==> config.mk <==
export PLATFORM = sky130hd
export DESIGN_NAME = lsu_dmem_master
export DESIGN_NICKNAME = d
export VERILOG_FILES = /design/src/rtl/lsu_pkg.sv /design/src/rtl/lsu_align.sv /design/src/rtl/lsu_dmem_master.sv
export SDC_FILE = /design/constraint.sdc
export NUM_CORES = 1
export LEC_CHECK = 0
export ABC_CLOCK_PERIOD_IN_PS = 4100
export CAP_MARGIN = 20
export CORE_UTILIZATION = 46
export CTS_CLUSTER_DIAMETER = 150
export DETAILED_ROUTE_END_ITERATION = 12
export PLACE_DENSITY = 0.93
export SLEW_MARGIN = 0
export SYNTH_ARGS = -nofsm -noshare
export SYNTH_HDL_FRONTEND = slang
export SYNTH_HIERARCHICAL = 1
export SYNTH_SLANG_ARGS = --single-unit
==> constraint.sdc <==
create_clock -name clk -period 4.1 [get_ports clk]
set_input_delay 0.82 -clock clk [delete_from_list [all_inputs] [get_ports clk]]
set_output_delay 0.82 -clock clk [all_outputs]
set_load 0.02 [all_outputs]
==> src/rtl/lsu_pkg.sv <==
// Shared types, funct3 codes and request-legality helpers for the LSU
// data-memory master.
package lsu_pkg;

  typedef enum logic [1:0] {
    IDLE   = 2'd0,
    ACCESS = 2'd1,
    RESP   = 2'd2
  } fsm_state_t;

  localparam logic [2:0] F3_LB  = 3'b000;
  localparam logic [2:0] F3_LH  = 3'b001;
  localparam logic [2:0] F3_LW  = 3'b010;
  localparam logic [2:0] F3_LBU = 3'b100;
  localparam logic [2:0] F3_LHU = 3'b101;

  // Halfwords need an even address, words need a word-aligned address.
  function automatic logic is_misaligned(input logic [2:0] funct3,
                                         input logic [1:0] addr_lo);
    case (funct3)
      F3_LH, F3_LHU: return addr_lo[0];
      F3_LW:         return (addr_lo != 2'b00);
      default:       return 1'b0;
    endcase
  endfunction

  // Unsigned widths only make sense for loads; 011/110/111 are never legal.
  function automatic logic is_illegal(input logic       store,
                                      input logic [2:0] funct3);
    case (funct3)
      F3_LB, F3_LH, F3_LW: return 1'b0;
      F3_LBU, F3_LHU:      return store;
      default:             return 1'b1;
    endcase
  endfunction

endpackage

==> src/rtl/lsu_align.sv <==
// Purely combinational byte-lane logic for the LSU.
// Store side: st_funct3/st_addr_lo/st_wdata -> st_wmask (byte enables) and
//   st_lane_wdata (store data replicated across the lanes).
// Load side: ld_funct3/ld_addr_lo/ld_rdata -> ld_data (selected byte/half,
//   sign- or zero-extended, or the full word).
module lsu_align
  import lsu_pkg::*;
(
  input  logic [2:0]  st_funct3,
  input  logic [1:0]  st_addr_lo,
  input  logic [31:0] st_wdata,
  output logic [3:0]  st_wmask,
  output logic [31:0] st_lane_wdata,
  input  logic [2:0]  ld_funct3,
  input  logic [1:0]  ld_addr_lo,
  input  logic [31:0] ld_rdata,
  output logic [31:0] ld_data
);

  logic [7:0]  ld_byte;
  logic [15:0] ld_half;

  // Replicating the data across every lane lets the mask alone pick the
  // bytes that land in memory, so no barrel shifter is needed.
  always_comb begin
    st_wmask      = 4'b0000;
    st_lane_wdata = st_wdata;
    case (st_funct3)
      F3_LB: begin
        st_wmask      = 4'b0001 << st_addr_lo;
        st_lane_wdata = {4{st_wdata[7:0]}};
      end
      F3_LH: begin
        st_wmask      = 4'b0011 << {st_addr_lo[1], 1'b0};
        st_lane_wdata = {2{st_wdata[15:0]}};
      end
      F3_LW: begin
        st_wmask      = 4'b1111;
      end
      default: begin
        st_wmask      = 4'b0000;
      end
    endcase
  end

  // Pick the addressed byte/half out of the word, then extend it.
  always_comb begin
    ld_byte = ld_rdata[{ld_addr_lo, 3'b000} +: 8];
    ld_half = ld_rdata[{ld_addr_lo[1], 4'b0000} +: 16];
    case (ld_funct3)
      F3_LB:   ld_data = {{24{ld_byte[7]}}, ld_byte};
      F3_LBU:  ld_data = {24'h000000, ld_byte};
      F3_LH:   ld_data = {{16{ld_half[15]}}, ld_half};
      F3_LHU:  ld_data = {16'h0000, ld_half};
      F3_LW:   ld_data = ld_rdata;
      default: ld_data = 32'h0000_0000;
    endcase
  end

endmodule

==> src/rtl/lsu_dmem_master.sv <==
// Data-memory initiator for the datapath: takes one load/store at a time,
// drives a word-aligned access to the memory, waits WAIT_CYCLES (1..15)
// before sampling dmem_rdata, and returns a one-cycle aligned response.
// Ports: clk/rst (async active-high); req_* request handshake from the
//   datapath; resp_valid/resp_rdata/resp_err response; dmem_* memory side.
// Optional macro LSU_STATS_EN adds stat_loads/stat_stores/stat_errs
//   response counters.
module lsu_dmem_master
  import lsu_pkg::*;
#(
  parameter int WAIT_CYCLES = 1
) (
  input  logic        clk,
  input  logic        rst,
  input  logic        req_valid,
  output logic        req_ready,
  input  logic        req_store,
  input  logic [2:0]  req_funct3,
  input  logic [31:0] req_addr,
  input  logic [31:0] req_wdata,
  output logic        resp_valid,
  output logic [31:0] resp_rdata,
  output logic        resp_err,
  output logic [31:0] dmem_addr,
  output logic        dmem_write,
  output logic [3:0]  dmem_wmask,
  output logic [31:0] dmem_wdata,
  input  logic [31:0] dmem_rdata
`ifdef LSU_STATS_EN
  ,
  output logic [31:0] stat_loads,
  output logic [31:0] stat_stores,
  output logic [31:0] stat_errs
`endif
);

  localparam logic [3:0] WAIT_INIT = 4'(WAIT_CYCLES - 1);

  fsm_state_t  state_q, state_d;
  logic [3:0]  cnt_q, cnt_d;
  logic        store_q, store_d;
  logic [2:0]  funct3_q, funct3_d;
  logic [1:0]  addr_lo_q, addr_lo_d;
  logic        resp_valid_d, resp_err_d;
  logic [31:0] resp_rdata_d;
  logic [31:0] dmem_addr_d, dmem_wdata_d;
  logic        dmem_write_d;
  logic [3:0]  dmem_wmask_d;
  logic [3:0]  st_wmask;
  logic [31:0] st_lane_wdata, ld_data;

  assign req_ready = (state_q == IDLE);

  lsu_align u_align (
    .st_funct3     (req_funct3),
    .st_addr_lo    (req_addr[1:0]),
    .st_wdata      (req_wdata),
    .st_wmask      (st_wmask),
    .st_lane_wdata (st_lane_wdata),
    .ld_funct3     (funct3_q),
    .ld_addr_lo    (addr_lo_q),
    .ld_rdata      (dmem_rdata),
    .ld_data       (ld_data)
  );

  // Next-state and next-register values. Response fields and the write
  // strobe default to 0 so they only pulse for the cycle they are set;
  // the memory writes on every edge the strobe is high.
  always_comb begin
    state_d      = state_q;
    cnt_d        = cnt_q;
    store_d      = store_q;
    funct3_d     = funct3_q;
    addr_lo_d    = addr_lo_q;
    resp_valid_d = 1'b0;
    resp_rdata_d = 32'h0000_0000;
    resp_err_d   = 1'b0;
    dmem_addr_d  = dmem_addr;
    dmem_write_d = 1'b0;
    dmem_wmask_d = dmem_wmask;
    dmem_wdata_d = dmem_wdata;
    case (state_q)
      IDLE: begin
        if (req_valid) begin
          store_d   = req_store;
          funct3_d  = req_funct3;
          addr_lo_d = req_addr[1:0];
          if (is_illegal(req_store, req_funct3) ||
              is_misaligned(req_funct3, req_addr[1:0])) begin
            state_d      = RESP;
            resp_valid_d = 1'b1;
            resp_err_d   = 1'b1;
          end else begin
            state_d      = ACCESS;
            cnt_d        = WAIT_INIT;
            dmem_addr_d  = {req_addr[31:2], 2'b00};
            dmem_write_d = req_store;
            dmem_wmask_d = req_store ? st_wmask : 4'b0000;
            dmem_wdata_d = st_lane_wdata;
          end
        end
      end
      ACCESS: begin
        if (cnt_q == 4'd0) begin
          state_d      = RESP;
          resp_valid_d = 1'b1;
          resp_rdata_d = store_q ? 32'h0000_0000 : ld_data;
          dmem_wmask_d = 4'b0000;
        end else begin
          cnt_d = cnt_q - 4'd1;
        end
      end
      RESP: begin
        state_d = IDLE;
      end
      default: begin
        state_d = IDLE;
      end
    endcase
  end

  // State and output registers; reset drops any outstanding request.
  always_ff @(posedge clk or posedge rst) begin
    if (rst) begin
      state_q    <= IDLE;
      cnt_q      <= 4'd0;
      store_q    <= 1'b0;
      funct3_q   <= 3'b000;
      addr_lo_q  <= 2'b00;
      resp_valid <= 1'b0;
      resp_rdata <= 32'h0000_0000;
      resp_err   <= 1'b0;
      dmem_addr  <= 32'h0000_0000;
      dmem_write <= 1'b0;
      dmem_wmask <= 4'b0000;
      dmem_wdata <= 32'h0000_0000;
    end else begin
      state_q    <= state_d;
      cnt_q      <= cnt_d;
      store_q    <= store_d;
      funct3_q   <= funct3_d;
      addr_lo_q  <= addr_lo_d;
      resp_valid <= resp_valid_d;
      resp_rdata <= resp_rdata_d;
      resp_err   <= resp_err_d;
      dmem_addr  <= dmem_addr_d;
      dmem_write <= dmem_write_d;
      dmem_wmask <= dmem_wmask_d;
      dmem_wdata <= dmem_wdata_d;
    end
  end

`ifdef LSU_STATS_EN
  // Count each response by kind; store_q is still valid during RESP.
  always_ff @(posedge clk or posedge rst) begin
    if (rst) begin
      stat_loads  <= 32'h0000_0000;
      stat_stores <= 32'h0000_0000;
      stat_errs   <= 32'h0000_0000;
    end else if (resp_valid) begin
      if (resp_err)     stat_errs   <= stat_errs + 32'd1;
      else if (store_q) stat_stores <= stat_stores + 32'd1;
      else              stat_loads  <= stat_loads + 32'd1;
    end
  end
`endif

endmodule

## Yosys cells after proc, flatten, opt, wreduce, memory -nomap -nowiden

Cells that the tools add are included.

| storage, ports and cells | value |
|---|---|
| output and inout bits | 104 |
| input bits | 103 |
| flip-flop bits (word level) | 113 |
| word-level logic and storage cells | 79 |

| cells by class | value |
|---|---|
| $add $sub $neg | 1 |
| shifts and indexed selects | 4 |
| muxes and demuxes | 33 |
| reductions and logical operators | 15 |
| equality and inequality tests | 13 |
| bitwise operators | 1 |

Operator list:

| operator | count |
|---|---|
| case mux 32 bit (5 select lines) | 1 |
| two-way mux 32 bit | 3 |
| case mux 32 bit (2 select lines) | 1 |
| variable part select 32 x 6 -> 16 bit | 1 |
| variable part select 32 x 6 -> 8 bit | 1 |
| two-way mux 4 bit | 7 |
| case mux 4 bit (2 select lines) | 2 |
| == test 3 bit, second input constant | 4 |
| case mux 4 bit (3 select lines) | 1 |
| two-way mux 1 bit | 11 |
| inequality test 2 bit, second input constant | 4 |
| AND reduction 4 bit | 2 |
| == test 3 x 1 -> 1 bit, second input constant | 2 |
| == test 3 x 2 -> 1 bit, second input constant | 2 |
| logical NOT 3 bit | 2 |
| two-way mux 2 bit | 3 |
| case mux 1 bit (2 select lines) | 3 |
| logical NOT 4 bit | 1 |
| case mux 2 bit (2 select lines) | 1 |
| AND reduction 2 bit | 2 |
| nonzero test 2 bit | 2 |
| OR reduction 2 bit | 2 |
| left shift 1 x 2 -> 4 bit, first input constant | 1 |
| left shift 2 x 2 -> 4 bit, first input constant | 1 |
| other kinds (7) | 7 |

## Logic depth before layout (Yosys ltp)

| logic depth | value |
|---|---|
| depth in word-level cells | 9 |
| mapped depth | 7 |
| depth with buffers taken out | 6 |

## Hierarchy

The synthesis kept the hierarchy.

Modules (own cells, without submodules):

| module | cells each | area each (um2) | times used | sequential area each (um2) |
|---|---|---|---|---|
| lsu_dmem_master | 276 | 4564.4 | 1 | 2827.7 |
| lsu_align | 192 | 1378.8 | 1 | 0.0 |

## Least setup slack after synthesis

OpenSTA, ideal clock, no wires.

| path | value |
|---|---|
| path type | input -> register |
| start | input port req_funct3[1] |
| end | register dmem_wdata[20] |
| path buffers | 2 |
| stages on the path | 5 |
| setup slack | 1.995 ns |
| library setup time | 0.125 ns |
| arrival time | 1.980 ns |
| required time | 3.975 ns |
| cells stage by stage | clkbuf_1 > nor2_2 > buf_2 > mux2_2 > mux2_4 |

| on the way | value |
|---|---|
| elaborated cells on any way between the ends | 18 |
| classes of those cells | eq/ne (4); mux (7); bitwise (1); reduce/logical (6) |

RTL lines:

| item | line | text |
|---|---|---|
| start: declaration | lsu_dmem_master.sv:18 | `input logic [2:0] req_funct3,` |
| == test 3 x 1 -> 1 bit or logical NOT 3 bit (tied branches) | lsu_align.sv:28 | `case (st_funct3)` |
| case mux 32 bit (2 select lines) * | lsu_align.sv:28 |  |
| net st_lane_wdata[20] | lsu_dmem_master.sv:50 | `logic [31:0] st_lane_wdata, ld_data;` |
| end signal: assignment | lsu_dmem_master.sv:149 | `dmem_wdata <= dmem_wdata_d;` |
| end: declaration | lsu_dmem_master.sv:27 | `output logic [31:0] dmem_wdata,` |

The timed path passes the listed nets; every way through them passes the cells marked *. The select of a mux whose other input is x is not followed.
A chain may end at the register's enable or synchronous reset.

## Worst setup path after layout

| path | value |
|---|---|
| start | input port req_funct3[0] |
| end | register dmem_addr[6] |

| on the way | value |
|---|---|
| cells in the longest elaborated chain, start to end | 8 |
| elaborated cells on any way between the ends | 17 |
| classes of those cells | eq/ne (4); mux (6); bitwise (1); reduce/logical (6) |

RTL lines:

| item | line | text |
|---|---|---|
| == test 3 x 1 -> 1 bit, or another cell as far along | lsu_pkg.sv:20, lsu_pkg.sv:30 |  |
| OR reduction 3 bit, or another cell as far along | lsu_pkg.sv:30 | `case (funct3)` |
| case mux 1 bit (2 select lines) (on tied branches) | lsu_pkg.sv:30, lsu_pkg.sv:20 |  |
| two-way mux 1 bit | lsu_dmem_master.sv:84 | `if (req_valid) begin` |
| two-way mux 1 bit | lsu_dmem_master.sv:82 | `case (state_q)` |
| logical OR 1 bit * | lsu_dmem_master.sv:88 | `if (is_illegal(req_store, req_funct3) \|\|` |
| inverter 1 bit (no line) * | n/a |  |
| AND reduction 3 bit (no line) * | n/a |  |
| end signal: assignment | lsu_dmem_master.sv:146 | `dmem_addr <= dmem_addr_d;` |
| end: declaration | lsu_dmem_master.sv:24 | `output logic [31:0] dmem_addr,` |

Mark *: on every way between the ends. The rest lies on a longest branch, timed or not. The select of a mux whose other input is x is not followed.

==> results.md <==
* Arr. time, crit path at 2.95 ns
* Tmin final at 2.654 ns
* RSZ-0062 raised after global routing: false
* Hold Crit Class: flop to flop
* Synth Area in Compound Gates at 12.63%
* Fin nets at 760
* IO Count at 207
* Worst Setup End Kind: flop
* Cell family with most CP delay: buffers and inverters
* RR Endpoint: resp_rdata[22]
* XOR/XNOR share of the synthesized area at 0%
* Hold depth at 1
* Vias at 4513
* First-pass GRT wire length at 24.17 mm
* Crit path launch: req_funct3[0]
* Clock edge transition at the registers on the reported setup and hold paths at 0.05 ns
* Grt total ovfl at 0
* Relative slew slack at 39.76%
* Synthesized area per cell at 12.70 um2
* Core area at 12620 um2
* Mapped cell area at 5943 um2
* Worst hold endpoint: dmem_wdata[21]
* Number of global-route vias before repair at 4531
* Placed insts at 808
* Post-Synthesis Cells at 468
* Hold Fails Final Rpt at 0
* Initial Utilization at 47.09%
* WP data required at 4.40 ns
* Crit-path slowest cell: mux2_4
* Adder-cell area share of the yosys netlist at 0.2105%
* Clk sinks at 113
* P_leak at 0.003772 uW
* Synth Area in Simple Gates at 8.884%
* Critical path launch point type: input port
* All-layer global routing usage at 23.81%
* Area of placed instances at 7906 um2
* Core Rows at 41
* DRT iter0 DRCs at 355
* Post-synth EDFFs at 0
* Detail Placement HPWL at 11.13 mm
* CTS Hold Bufs at 0
* FF+latch count, synth at 113
* # diodes at 0
* Sequential area share after synthesis at 47.58%
* Largest net degree at the start of global routing at 63
* Post-CTS sizing at 0
* CTS tree: built
* Final WS setup at 1.446 ns
* PD cells at 738.7 nW/um2
* Longest Clk Path Bufs at 2
* Fraction of registers with async set/reset at 100.0%
* Max IR drop VDD at 0.3870 mV
* Initial antenna violation count at 0
* Worst r2r src: addr_lo_q[1]
* Worst r2r path cells at 4
* Setup TNS at 0 ns
* Worst hold margin at 0.5085 ns
* Non-Filler Instances at 841
* YS warnings at 6
* Worst-Margin Slew at 0.9002 ns
* CTS H-tree depth at 4
* CTS Buf Count at 17
* Placer congestion estimate at 0.9204
* TritonRoute pass-1 iters at 8
* Final non-filler cell area at 8498 um2
* CP Cell Sequence: clkdlybuf4s50_1 -> buf_4 -> a221oi_2 -> or2_4 -> nand2_8 -> mux2_4
* Slew Limit Fails at 0
* Die Y at 115.7 um
* Area Growth Syn to Fin at 42.99%
* Pre-CTS worst setup slack at 1.034 ns
* Share of cells above drive strength 1 at 22.57%
* Status: finished, final reports clean
* Critical path fanouts, max at 62
* Antenna Nets Post-Route at 0
* Area of the die at 13380 um2
* Routed length per instance at 18.86 um
* Chip Width at 115.7 um
* Top FF cell, synth: dfrtp_1
* Routed wire length at 15.86 mm
* Via density at 5.366
* Root Driver: clkbuf_16
* # Post-CTS Setup Buffers at 0
* Largest family of logic cells by synthesized area: multiplexers
* Post-synthesis cell type count at 48
* Worst-Skew Late Latency at 0.42 ns
* Final setup violation count at 0
* Port Buffers at 204
* CP bufs+invs at 2
* Worst-case clock skew at 0.005323 ns
* Hold path start: dmem_wdata[21]
* Mux contribution to synthesized area at 24.15%
* # DRC at 0
* Worst stage delay on the critical path at 0.47 ns
* Flop2flop setup slack at 1.86 ns
* Fmax at 376.8 MHz
* Final period util at 64.74%
* Max_cap viols at 0
* CP Class: input port to flop
==> metal layers <==
layer	track usage [%]	part of all wire, %
met1	28.92	40
met4	10.17	2.4
met3	5.073	6.7
met5	0	0
met2	41.00	51
==> Yosys cell counts, types with 2 or more instances <==
master,n,area [um2]
dfrtp_1,113,2828
mux2_4,61,915.9
a21oi_1,42,210.2
mux2_2,39,439.2
and2_1,34,212.7
a22oi_1,17,127.6
a211oi_1,16,120.1
buf_4,16,120.1
nor2_1,13,48.80
o21ai_0,12,60.06
buf_2,11,55.05
nor2b_1,11,68.82
a32oi_1,8,70.07
inv_1,8,30.03
mux2i_1,8,80.08
buf_12,6,120.1
nand2_1,6,22.52
and3_1,4,25.02
buf_6,3,33.78
clkbuf_1,3,11.26
clkbuf_2,3,15.01
nand2b_1,3,18.77
nor2_2,3,18.77
nor3b_2,2,25.02
o22ai_1,2,12.51
o31ai_1,2,15.01
==> cells by family (layout without fill, tap and decap cells) <==
| family | after synthesis | after routing |
|---|---|---|
| buffers and inverters | 50 | 250 |
| DFF | 113 | 113 |
| AOI/OAI and AO/OA | 110 | 110 |
| adders and majority gates | 1 | 1 |
| other | 1 | 2 |
| and+or+nand+nor | 85 | 85 |
| muxes | 108 | 108 |
==> sequential cells by signal, indices dropped and copies added (netlist names), 2 cells and up <==
| register | flops |
|---|---|
| dmem_wdata | 32 |
| funct3_q | 3 |
| dmem_addr | 30 |
| state_q | 2 |
| addr_lo_q | 2 |
| cnt_q | 4 |
| resp_rdata | 32 |
| dmem_wmask | 4 |
==> how the worst max path moves through the flow <==
stage,to,cells past startpoint
3_3_place_gp,dmem_addr[12],6
2_1_floorplan,addr_lo_q[0],1
5_1_grt,dmem_addr[26],6
3_5_place_dp,dmem_addr[6],6
6_report,dmem_addr[6],6
4_1_cts,dmem_addr[6],6
==> placed cells by master, fill, tap and decap left out, types with 3 or more instances in the layout <==
cell type	n
inv_1	7
nand2_1	6
nor3b_2	3
a21oi_1	42
clkbuf_1	3
mux2_2	39
and2_1	34
clkinv_2	6
and3_1	4
nor2b_1	11
nand2b_1	3
a211oi_1	16
o21ai_0	12
a22oi_1	17
mux2_4	61
a32oi_1	8
nor2_2	3
clkdlybuf4s50_1	204
buf_4	4
clkbuf_16	17
dfrtp_1	113
nor2_1	13
mux2i_1	8
==> per-stage QoR <==
step | power [uW] | util (%)
5_1_grt | 6572 | 67.34
6_report | 6278 | 67.34
4_1_cts | 6251 | 67.12
2_1_floorplan | 3745 | -
3_3_place_gp | 4675 | 62.65
3_5_place_dp | 4809 | 62.65
==> where the power goes <==
group / total (uW) / leakage [uW] / switching (uW) / internal (uW)
registers: 1910 / 0.00142 / 376 / 1530
logic: 2960 / 0.00207 / 1380 / 1570
clock network: 1410 / 0.000276 / 510 / 901
==> layout make-up <==
type | instances | area (um2)
repair buffers | 210 | 2120
clock buffers | 21 | 450.4
flip-flops and latches | 113 | 2828
fillers | 903 | 4121
inverters | 8 | 32.53
multi-input cells | 306 | 2739
well taps | 172 | 215.2
clock inverters | 11 | 113.9
(Power assumes the default switching activity.)
